===== src/rtl/alu_pkg.sv =====
// Shared definitions for the ALU operand input path: state encoding,
// operand width, default clear value and fetch-length saturation.
package alu_pkg;

  typedef enum logic {
    ST_IDLE  = 1'b0,
    ST_FETCH = 1'b1
  } fetch_state_e;

  localparam int unsigned OPERAND_W = 8;
  localparam logic [OPERAND_W-1:0] DEFAULT_CLEAR_VALUE = 8'h00;

  // Requests longer than the configured maximum are clipped, never rejected.
  function automatic logic [1:0] sat_len(input logic [1:0] len, input logic [1:0] max_len);
    logic [1:0] res;
    if (len > max_len) begin
      res = max_len;
    end else begin
      res = len;
    end
    return res;
  endfunction

endpackage


===== src/rtl/operand_shift_pair.sv =====
// Two-deep operand shift register (OP, OPold) with load-enable, synchronous
// clear and complemented outputs for the ALU operand multiplexer.
module operand_shift_pair
  import alu_pkg::*;
#(
  parameter logic [OPERAND_W-1:0] CLEAR_VALUE = DEFAULT_CLEAR_VALUE
) (
  input  logic                 clk_i,
  input  logic                 rst_ni,
  input  logic                 clr_i,
  input  logic                 load_i,
  input  logic [OPERAND_W-1:0] data_i,
  output logic [OPERAND_W-1:0] not_op_o,
  output logic [OPERAND_W-1:0] not_op_old_o
);

  logic [OPERAND_W-1:0] op_q;
  logic [OPERAND_W-1:0] op_old_q;

  // Shift the new byte in on load; clear dominates load.
  always_ff @(posedge clk_i or negedge rst_ni) begin
    if (!rst_ni) begin
      op_q     <= CLEAR_VALUE;
      op_old_q <= CLEAR_VALUE;
    end else if (clr_i) begin
      op_q     <= CLEAR_VALUE;
      op_old_q <= CLEAR_VALUE;
    end else if (load_i) begin
      op_old_q <= op_q;
      op_q     <= data_i;
    end else begin
      op_q     <= op_q;
      op_old_q <= op_old_q;
    end
  end

  assign not_op_o     = ~op_q;
  assign not_op_old_o = ~op_old_q;

endmodule


===== src/rtl/operand_fetch_latch.sv =====
// Operand fetch stage: pulls 0..MAX_BYTES bytes over a valid/ready bus,
// keeps the last two bytes and pulses fetch_done when a fetch completes.
module operand_fetch_latch
  import alu_pkg::*;
#(
  parameter int unsigned          MAX_BYTES   = 2,
  parameter logic [OPERAND_W-1:0] CLEAR_VALUE = DEFAULT_CLEAR_VALUE
) (
  input  logic                 CLK,
  input  logic                 notRESET,
  input  logic                 fetch_req,
  input  logic [1:0]           fetch_len,
  input  logic [OPERAND_W-1:0] bus_data,
  input  logic                 bus_valid,
  output logic                 bus_ready,
  input  logic                 clear,
  output logic [OPERAND_W-1:0] notOP,
  output logic [OPERAND_W-1:0] notOPold,
  output logic [1:0]           op_count,
  output logic                 fetch_done,
  output logic                 busy
);

  localparam logic [1:0] MAX_LEN = 2'(MAX_BYTES);

  fetch_state_e state_q, state_d;
  logic [1:0]   remaining_q, remaining_d;
  logic [1:0]   op_count_q, op_count_d;
  logic         done_q, done_d;
  logic [1:0]   len_s;
  logic         accept_s;

  assign len_s    = sat_len(fetch_len, MAX_LEN);
  assign accept_s = (state_q == ST_FETCH) && bus_valid && !clear;

  // Next-state, byte counter and completion decode.
  always_comb begin
    state_d     = state_q;
    remaining_d = remaining_q;
    op_count_d  = op_count_q;
    done_d      = 1'b0;
    case (state_q)
      ST_IDLE: begin
        if (clear) begin
          op_count_d = 2'd0;
        end else if (fetch_req) begin
          op_count_d = 2'd0;
          if (len_s == 2'd0) begin
            done_d = 1'b1;
          end else begin
            state_d     = ST_FETCH;
            remaining_d = len_s;
          end
        end else begin
          state_d = ST_IDLE;
        end
      end
      ST_FETCH: begin
        if (clear) begin
          state_d     = ST_IDLE;
          remaining_d = 2'd0;
          op_count_d  = 2'd0;
        end else if (bus_valid) begin
          op_count_d  = op_count_q + 2'd1;
          remaining_d = remaining_q - 2'd1;
          if (remaining_q == 2'd1) begin
            state_d = ST_IDLE;
            done_d  = 1'b1;
          end else begin
            state_d = ST_FETCH;
          end
        end else begin
          state_d = ST_FETCH;
        end
      end
      default: begin
        state_d     = ST_IDLE;
        remaining_d = 2'd0;
        op_count_d  = 2'd0;
      end
    endcase
  end

  // Control state registers.
  always_ff @(posedge CLK or negedge notRESET) begin
    if (!notRESET) begin
      state_q     <= ST_IDLE;
      remaining_q <= 2'd0;
      op_count_q  <= 2'd0;
      done_q      <= 1'b0;
    end else begin
      state_q     <= state_d;
      remaining_q <= remaining_d;
      op_count_q  <= op_count_d;
      done_q      <= done_d;
    end
  end

  operand_shift_pair #(
    .CLEAR_VALUE(CLEAR_VALUE)
  ) u_shift_pair (
    .clk_i       (CLK),
    .rst_ni      (notRESET),
    .clr_i       (clear),
    .load_i      (accept_s),
    .data_i      (bus_data),
    .not_op_o    (notOP),
    .not_op_old_o(notOPold)
  );

  assign bus_ready  = (state_q == ST_FETCH);
  assign busy       = (state_q == ST_FETCH);
  assign op_count   = op_count_q;
  assign fetch_done = done_q;

endmodule

===== config.mk =====
export PLATFORM = sky130hd
export DESIGN_NAME = operand_fetch_latch
export DESIGN_NICKNAME = d
export VERILOG_FILES = /design/src/rtl/alu_pkg.sv /design/src/rtl/operand_shift_pair.sv /design/src/rtl/operand_fetch_latch.sv
export SDC_FILE = /design/constraint.sdc
export NUM_CORES = 1
export LEC_CHECK = 0
export ABC_AREA = 1
export CORE_MARGIN = 2
export CORE_UTILIZATION = 25
export DETAILED_ROUTE_END_ITERATION = 10
export PLACE_DENSITY = 0.46
export RECOVER_POWER = 50
export SLEW_MARGIN = 20
export SYNTH_ARGS = -nofsm -noshare
export SYNTH_HDL_FRONTEND = slang
export SYNTH_SLANG_ARGS = --single-unit

===== constraint.sdc =====
create_clock -name CLK -period 1.4 [get_ports CLK]
set_clock_uncertainty 0.15 [all_clocks]
set_input_delay 0.21 -clock CLK [delete_from_list [all_inputs] [get_ports CLK]]
set_output_delay 0.21 -clock CLK [all_outputs]
set_load 0.005 [all_outputs]

Yosys cells after proc, flatten, opt, wreduce, memory -nomap -nowiden
Index checks and enable logic that the tools add are counted.
- eq/ne operators: 6
- reductions and logical operators: 7
- $add $sub $neg: 2
- bitwise logic cells: 3
- order comparisons: 1
- multiplexer cells: 30
- operators by type and width (operator ; count):
    8-bit 2-to-1 mux ; 4
    2-bit 2-to-1 mux ; 10
    8-bit NOT ; 2
    1-bit 2-to-1 mux ; 12
    2-bit one-hot mux with 2 select lines ; 2
    2-bit != test, second input constant ; 3
    3-bit != test, second input constant ; 2
    1-bit one-hot mux with 2 select lines ; 2
    4-bit AND reduction ; 1
    2-bit by 1-bit adder with 2-bit output, second input constant ; 1
    2-bit by 1-bit == test with 1-bit output, second input constant ; 1
    2-bit > comparator, second input constant ; 1
    1-bit logical AND ; 2
    2-bit logical NOT ; 1
    2-bit AND reduction ; 1
    2-bit nonzero test ; 1
    2-bit by 1-bit subtractor with 2-bit output, second input constant ; 1
    1-bit logical NOT ; 1
    1-bit NOT ; 1
- word-level logic and storage cells: 55
- bits in registers: 22
- output and inout port bits: 21

Logic depth before layout (Yosys ltp)
Gate-level depths: netlist of run 1.
- depth after elaboration: 7
- depth in mapped cells: 7

Hierarchy
Synthesis of run 1 repeated with hierarchy kept, for this count alone.
- cell total of the unflattened synthesis: 143
- area, all modules: 1093.5 um^2
- modules (own cells, without submodules) (module ; cells an instance ; times used ; area each (um^2)):
    operand_shift_pair ; 86 ; 1 ; 710.7
    operand_fetch_latch ; 57 ; 1 ; 382.9

Least setup slack after synthesis of run 1
OpenSTA, ideal clock, no wires.
- kind: flip-flop to flip-flop
- start point: register state_q, in the netlist bus_ready
- end point: register u_shift_pair.op_q[4]
- cell stages (with the launch flop): 7
- path slack: 224 ps
- clock period less this slack: 1176 ps
- arrival: 907 ps
- path through: dfrtp_1 buf_6 nand2_4 nand2_4 buf_8 nand3_2 o21ai_2
- cells in the longest elaborated chain, start to end: 3
- RTL lines (what ; RTL line ; text):
    start, declared ; operand_fetch_latch.sv:26 ; fetch_state_e state_q, state_d;
    start signal, assigned ; operand_fetch_latch.sv:92 ; state_q <= state_d;
    1-bit logical AND (2 in a row) ; operand_fetch_latch.sv:34 ; assign accept_s = (state_q == ST_FETCH) && bus_valid && !clear;
    2-bit nonzero test (no source line) ; - ;
    end signal, assigned ; operand_shift_pair.sv:30 ; op_q <= data_i;
    end signal, assigned ; operand_shift_pair.sv:32 ; op_q <= op_q;
    end, declared ; operand_shift_pair.sv:17 ; logic [OPERAND_W-1:0] op_q;
No other way between the ends.
A chain may end at the register's enable or synchronous reset.

Final worst setup path of run 1
- start point: register u_shift_pair.op_q[3]
- end point: output notOP[3]
- cells in the longest elaborated chain, start to end: 1
- RTL lines (what ; RTL line ; text):
    8-bit NOT ; operand_shift_pair.sv:37 ; assign not_op_o = ~op_q;
    end, declared ; operand_fetch_latch.sv:17 ; output logic [OPERAND_W-1:0] notOP,
No other way between the ends.

==> results.py, run 1 <==
metrics = {
    "run_status": {
        "status": "completed",
    },
    "timing": {
        "finalCritPeriodShare": 0.952,
        "maxSlewViolCount": 0,
        "finalSetupViolCount": 0,
        "rsz0062_at_grt": "false",
        "fin_hold_ws_ns": 0.317,
        "tightest_slew_ns": 0.544,
        "relSlewSlack": 0.638,
        "min_period_ns": 1.33,
        "max_freq_ghz": 0.750,
        "report.final.hold_viol_count": 0,
        "setup_tns_ns": 0,
    },
    "pwr": {
        "switchingPower_uw": 422,
        "pwr-share-clk": 0.249,
        "seq_power_share": 0.482,
        "p_int_uw": 1100,
        "fin_total_pwr_uw": 1520,
        "cellPowerDensity_mw_per_mm2": 964,
        "ir_drop_v": 0.000356,
        "p_sw_frac": 0.277,
        "p_leak_uw": 0.000727,
        "combPwrFrac": 0.269,
    },
    "setup_path": {
        "cp_top_family": "flip-flops",
        "crit_type": "reg -> out",
        "critPathMaxStageDelay_ns": 0.37,
        "cp-end-kind": "output port",
        "reg2reg_from": "bus_ready$_DFF_PN0_",
        "startpoint": "u_shift_pair.op_q[3]$_DFFE_PN0P_",
        "path_max_fanout": 3,
        "crit_path_start_kind": "register",
        "crit_required_ns": 1.04,
        "slowest_stage": "dfrtp_1",
        "critical_path_buf_inv_count": 2,
        "crit_chain": "inv_1 -> dlygate4sd2_1",
        "cp.arrival_ns": 0.97,
    },
    "cts": {
        "clock-sinks": 22,
        "cts_hold_buf": 0,
        "clockBufferDepth": 2,
        "htreeDepth": 1,
        "cts_made_buffers": 3,
        "clock_latency_ns": 0.25,
        "clkTransAtPathRegs_ns": 0.07,
        "cts_root_buf": "clkbuf_8",
        "cts_tree": "done",
    },
    "flow_run": {
        "maxCapViolCount": 0,
    },
    "yosys": {
        "synth_top_area_share": 0.521,
        "seq_area_frac_synth": 0.521,
        "synthTopCellsByArea": "dfrtp_1, inv_1, nand2_1",
        "syn-cell-area_mm2": 0.00106,
        "ys_ff_latch": 22,
        "netlist_instances": 114,
        "synth_fp_nets": 130,
        "synth_largest_area_cell": "dfrtp_1",
        "ys_types": 20,
        "synth_area_per_cell_um2": 9.27,
        "synth_warnings": 0,
    },
    "worst_hold_path": {
        "min_path_type": "in -> async",
    },
    "floorplan": {
        "rows": 23,
        "die_area_mm2": 0.00477,
        "ioPinCount": 36,
        "die_h_um": 69.0,
        "coreArea_mm2": 0.00403,
        "start_util": 0.262,
        "die_x_um": 69.0,
    },
    "grt": {
        "grt_pass1_vias": 863,
        "grt_max_degree": 23,
        "grt_pass1_wl_mm": 3.75,
        "antenna_found_initial": 0,
        "gr-usage-all-layers": 0.0951,
        "grt_overflow": 0,
    },
    "finish": {
        "drive_gt1_frac": 0.199,
        "utilization": 0.391,
        "antenna_cells": 0,
        "final-instance-count-excl-fill": 211,
        "finalNetCount": 179,
        "mostFrequentLayoutCells": "inv_1, dfrtp_1, dlygate4sd2_1",
        "syn2layout_area_growth_pct": 49.1,
        "fillers": 416,
        "final_common_cell": "inv_1",
    },
    "detailed_routing": {
        "routedWlPerCell_um": 10.8,
        "vias_per_cell": 4.22,
        "routed_wl_mm": 2.28,
        "drtPass1Iterations": 4,
        "drc": 0,
        "drt_iter0_drc": 26,
        "dr_total_vias": 891,
        "drtAntennaViolNets": 0,
    },
    "placement": {
        "dpl.hpwl_mm": 1.75,
        "dp.cells": 207,
        "port-buffer-count": 35,
        "place_congestion": 0.802,
    },
}
final timing paths:
path,endpoint,slack [ns],cells after the start
hold / removal,u_shift_pair.op_old_q[0]$_DFFE_PN0P_,0.32,2
hold reg to reg,remaining_q[1]$_DFFE_PN0P_,0.32,2
max in group asynchronous,u_shift_pair.op_old_q[7]$_DFFE_PN0P_,0.42,2
setup reg to reg,u_shift_pair.op_old_q[7]$_DFFE_PN0P_,0.10,5
setup / recovery,notOP[3],0.07,2
min in group CLK,remaining_q[1]$_DFFE_PN0P_,0.32,2
through the flow:
step	area [um^2]	setup WS, ns
3_5_place_dp	1550	-0.137
6_report	1580	0.0671
4_1_cts	1580	0.0120
5_1_grt	1580	0.0263
3_3_place_gp	1550	-0.0893
2_1_floorplan	1060	0.224
worst register-to-register path, delay by kind of cell, from the launching register on:
kind,cells,cell delay (ns)
AND/OR/NAND/NOR,2,0.15
AO/OA/AOI/OAI,1,0.16
buffers and inverters,2,0.34
flip-flops,1,0.42
what timing repair did:
action,in CTS,in global routing
resized for setup,21,5
hold endpoints to repair,0,0
endpoints found under the setup margin,21,17
pin swaps,0,0
buffers inserted,2,0
cells by family (layout without fill, tap and decap cells):
logic type / after synthesis / count (layout) / share of synthesized area
buf+inv: 29 / 76 / 0.138
simple gates: 42 / 42 / 0.208
flops: 22 / 22 / 0.521
fa+ha+maj: 1 / 1 / 0.0118
compound gates: 20 / 20 / 0.121
synth_stat cells:
| cell | instances |
|---|---|
| nand3_2 | 5 |
| inv_1 | 23 |
| buf_4 | 1 |
| buf_8 | 1 |
| a21oi_1 | 1 |
| nor2_2 | 1 |
| nor2_1 | 6 |
| o21ai_2 | 4 |
| o22ai_1 | 8 |
| nand2_4 | 2 |
| o31ai_1 | 1 |
| o21ai_0 | 1 |
| nand4_1 | 1 |
| buf_6 | 3 |
| nand3_1 | 9 |
| dfrtp_1 | 22 |
| nand2_1 | 18 |
| inv_2 | 1 |
| ha_1 | 1 |
| o21ai_1 | 5 |
routing by layer:
layer | GRT usage | routed length [um]
met1 | 0.118 | 1070
met4 | 0.0392 | 19
met3 | 0.0249 | 146
met2 | 0.156 | 1040
met5 | 0 | 0
power by group through the flow:
stage / logic [uW] / clock network (uW) / registers [uW]
finish: 409 / 378 / 732
global route: 460 / 426 / 742
CTS: 427 / 401 / 732
detailed placement: 451 / 0 / 747
global placement: 449 / 0 / 745
floorplan: 212 / 0 / 740
state kept, by name, summed over array words and instances, names as in the netlist:
register,flops
u_shift_pair.op_old_q,8
u_shift_pair.op_q,8
op_count,2
remaining_q,2
bus_ready,1
fetch_done,1
cell type report:
| class | instances | area [um^2] | area share |
|---|---|---|---|
| Sequential cell | 22 | 551 | 0.349 |
| Inverter | 24 | 90.1 | 0.0571 |
| Clock buffer | 3 | 41.3 | 0.0262 |
| Tap cell | 50 | 62.6 | 0.0397 |
| Multi-Input combinational cell | 63 | 384 | 0.244 |
| Timing Repair Buffer | 49 | 448 | 0.284 |
No activity file was read; power rests on OpenSTA's default activity.
==> run 2: changes to the inputs <==
- ABC_AREA: 1 -> default
- CTS_CLUSTER_DIAMETER: default -> 60
- PLACE_DENSITY: 0.46 -> 0.47
==> results.py, run 2 <==
metrics = {
    "run_status": {
        "status": "complete, but fails checks",
        "violations": "negative setup slack",
    },
    "timing": {
        "maxSlewViolCount": 0,
        "setup_tns_ns": -0.0922,
        "relSlewSlack": 0.652,
        "finalSetupViolCount": 3,
        "fin_ws_ns": -0.0610,
        "finalCritPeriodShare": 1.04,
        "rsz0062_at_grt": "true",
        "min_period_ns": 1.46,
        "tightest_slew_ns": 0.523,
        "fin_hold_ws_ns": 0.298,
        "max_freq_ghz": 0.684,
        "report.final.hold_viol_count": 0,
    },
    "pwr": {
        "seq_power_share": 0.430,
        "p_leak_uw": 0.000810,
        "combPwrFrac": 0.204,
        "p_int_uw": 1240,
        "switchingPower_uw": 349,
        "p_sw_frac": 0.220,
        "cellPowerDensity_mw_per_mm2": 916,
        "pwr-share-clk": 0.366,
        "ir_drop_v": 0.000438,
        "fin_total_pwr_uw": 1590,
    },
    "yosys": {
        "ys.flop_type": "dfrtp_1",
        "syn-cell-area_um2": 991,
        "synth_largest_area_cell": "dfrtp_1",
        "ys_top_cells_by_count": "dfrtp_1, inv_1, a22o_1",
        "synth_warnings": 0,
        "async_reset_ff_frac": 1.00,
        "ys_ff_latch": 22,
        "netlist_instances": 88,
        "synth_top_area_share": 0.556,
        "synth_fp_nets": 104,
        "ys_types": 25,
        "synth_area_per_cell_um2": 11.3,
        "synth.most_common_cell": "dfrtp_1",
        "seq_area_frac_synth": 0.556,
        "synth_edf_count": 0,
        "synthTopCellsByArea": "dfrtp_1, a22o_1, inv_1",
    },
    "setup_path": {
        "cp-end-kind": "register",
        "rrSetupSlack_ns": -0.06,
        "reg2reg_depth": 3,
        "path_max_fanout": 5,
        "r2r_end": "remaining_q[0]$_DFFE_PN0P_",
        "reg2reg_from": "bus_ready$_DFF_PN0_",
        "crit_path_start_kind": "register",
        "crit_required_ns": 1.40,
        "cp.arrival_ns": 1.46,
        "crit_type": "reg -> reg",
    },
    "cts": {
        "cts_made_buffers": 3,
        "clock-sinks": 22,
        "clockBufferDepth": 2,
        "clkTransAtPathRegs_ns": 0.08,
        "clock_latency_ns": 0.26,
        "cts_root_buf": "clkbuf_8",
        "cts_tree": "done",
        "cts_hold_buf": 0,
        "htreeDepth": 1,
    },
    "detailed_routing": {
        "drt_iter0_drc": 23,
        "drtPass1Iterations": 2,
        "drc": 0,
        "routedWlPerCell_um": 11.4,
        "drtAntennaViolNets": 0,
        "routed_wl_mm": 2.34,
        "vias_per_cell": 4.46,
        "dr_total_vias": 918,
    },
    "grt": {
        "antenna_found_initial": 0,
        "grt_pass1_vias": 932,
        "gr-usage-all-layers": 0.120,
        "grt_pass1_wl_mm": 4.05,
        "grt_max_degree": 23,
        "grt_overflow": 0,
    },
    "floorplan": {
        "ioPinCount": 36,
        "die_h_um": 67.0,
        "rows": 22,
        "coreArea_mm2": 0.00374,
        "die_x_um": 67.0,
        "die_area_mm2": 0.00448,
        "start_util": 0.265,
    },
    "finish": {
        "multiInputGateArea_um2": 364,
        "final_common_cell": "buf_4",
        "syn2layout_area_growth_pct": 74.9,
        "mostFrequentLayoutCells": "buf_4, dfrtp_1, dlygate4sd2_1",
        "fillers": 381,
        "seq_area_um2": 552,
        "antenna_cells": 0,
        "reg_top3": "u_shift_pair.op_old_q x8, u_shift_pair.op_q x8",
        "drive_gt1_frac": 0.323,
        "finalNetCount": 175,
    },
    "worst_hold_path": {
        "min_path_type": "in -> async",
    },
    "placement": {
        "dpl.hpwl_mm": 1.61,
        "port-buffer-count": 35,
        "place_congestion": 0.735,
    },
    "flow_run": {
        "maxCapViolCount": 0,
    },
}
## run 2: changes by cell type after synthesis, moves of 2 or more
cell | before | now
nor2_1 | 6 | 3
nand3_1 | 9 | 0
inv_1 | 23 | 20
o22ai_1 | 8 | 0
a21oi_1 | 1 | 4
nand2_4 | 2 | 0
o21ai_2 | 4 | 0
a22o_1 | 0 | 17
o21ai_1 | 5 | 1
nand2_1 | 18 | 0
buf_6 | 3 | 1
nand3_2 | 5 | 0
## run 2: cell families after synthesis
group / Yosys count / share of synthesized area
flip-flops: 22 / 0.556
AND/OR/NAND/NOR: 7 / 0.0467
adder cells (fa/ha/maj): 1 / 0.0126
AO/OA/AOI/OAI: 31 / 0.253
multiplexers: 2 / 0.0215
buffers and inverters: 25 / 0.111
## run 2: stage by stage
step                      std cells  instance area [um^2]   util  worst slack (ns)
after global placement          181                  1490  0.397            -0.469
after global routing            206                  1730  0.463            -0.107
after detailed placement        181                  1490  0.397            -0.545
after floorplan                  88                  1000      -           -0.0476
after CTS                       207                  1750  0.466           -0.0808
final                           206                  1730  0.463           -0.0610
## run 2: cell type report
class | instances | share of cell area
repair buffers | 70 | 0.350
inverters | 21 | 0.0455
multi-input cells | 41 | 0.210
clock inverters | 1 | 0.0173
flip-flops and latches | 22 | 0.318
clock buffers | 3 | 0.0238
well taps | 48 | 0.0347
## run 2: repair_timing
| item | 4_1_cts | 5_1_grt |
|---|---|---|
| setup buffers | 22 | 2 |
| setup endpoints to repair | 40 | 23 |
| pin swaps | 11 | 10 |
| endpoints found under the hold margin | 0 | 0 |
| resized for setup | 34 | 2 |
## run 2: how the worst max path moves through the flow
stage	slack, ns	depth (start not counted)	from	to
2_1_floorplan	-0.05	2	bus_ready$_DFF_PN0_	remaining_q[0]$_DFFE_PN0P_
3_3_place_gp	-0.47	4	clear	u_shift_pair.op_q[6]$_DFFE_PN0P_
3_5_place_dp	-0.55	4	clear	u_shift_pair.op_q[6]$_DFFE_PN0P_
4_1_cts	-0.08	3	bus_ready$_DFF_PN0_	busy
5_1_grt	-0.11	4	bus_ready$_DFF_PN0_	remaining_q[1]$_DFFE_PN0P_
6_report	-0.06	3	bus_ready$_DFF_PN0_	remaining_q[0]$_DFFE_PN0P_
## run 2: power groups by stage
stage / Clock (uW) / Sequential (uW) / Combinational, uW
floorplan: 0 / 701 / 120
global placement: 0 / 706 / 264
detailed placement: 0 / 706 / 270
CTS: 599 / 684 / 333
global route: 624 / 689 / 360
finish: 581 / 684 / 323
## run 2: metal layers
layer | vias up | wire length (um) | track usage
met5 | - | 0 | 0
met4 | 0 | 43 | 0.0536
met3 | 4 | 73 | 0.0118
met2 | 16 | 1230 | 0.214
met1 | 454 | 994 | 0.145
li1 | 444 | - | -
## run 2: critical path, stage by stage, from the launching register on
cell and delay, ns:
dfrtp_2 0.41, buf_6 0.13, o41ai_4 0.32, mux2_4 0.33
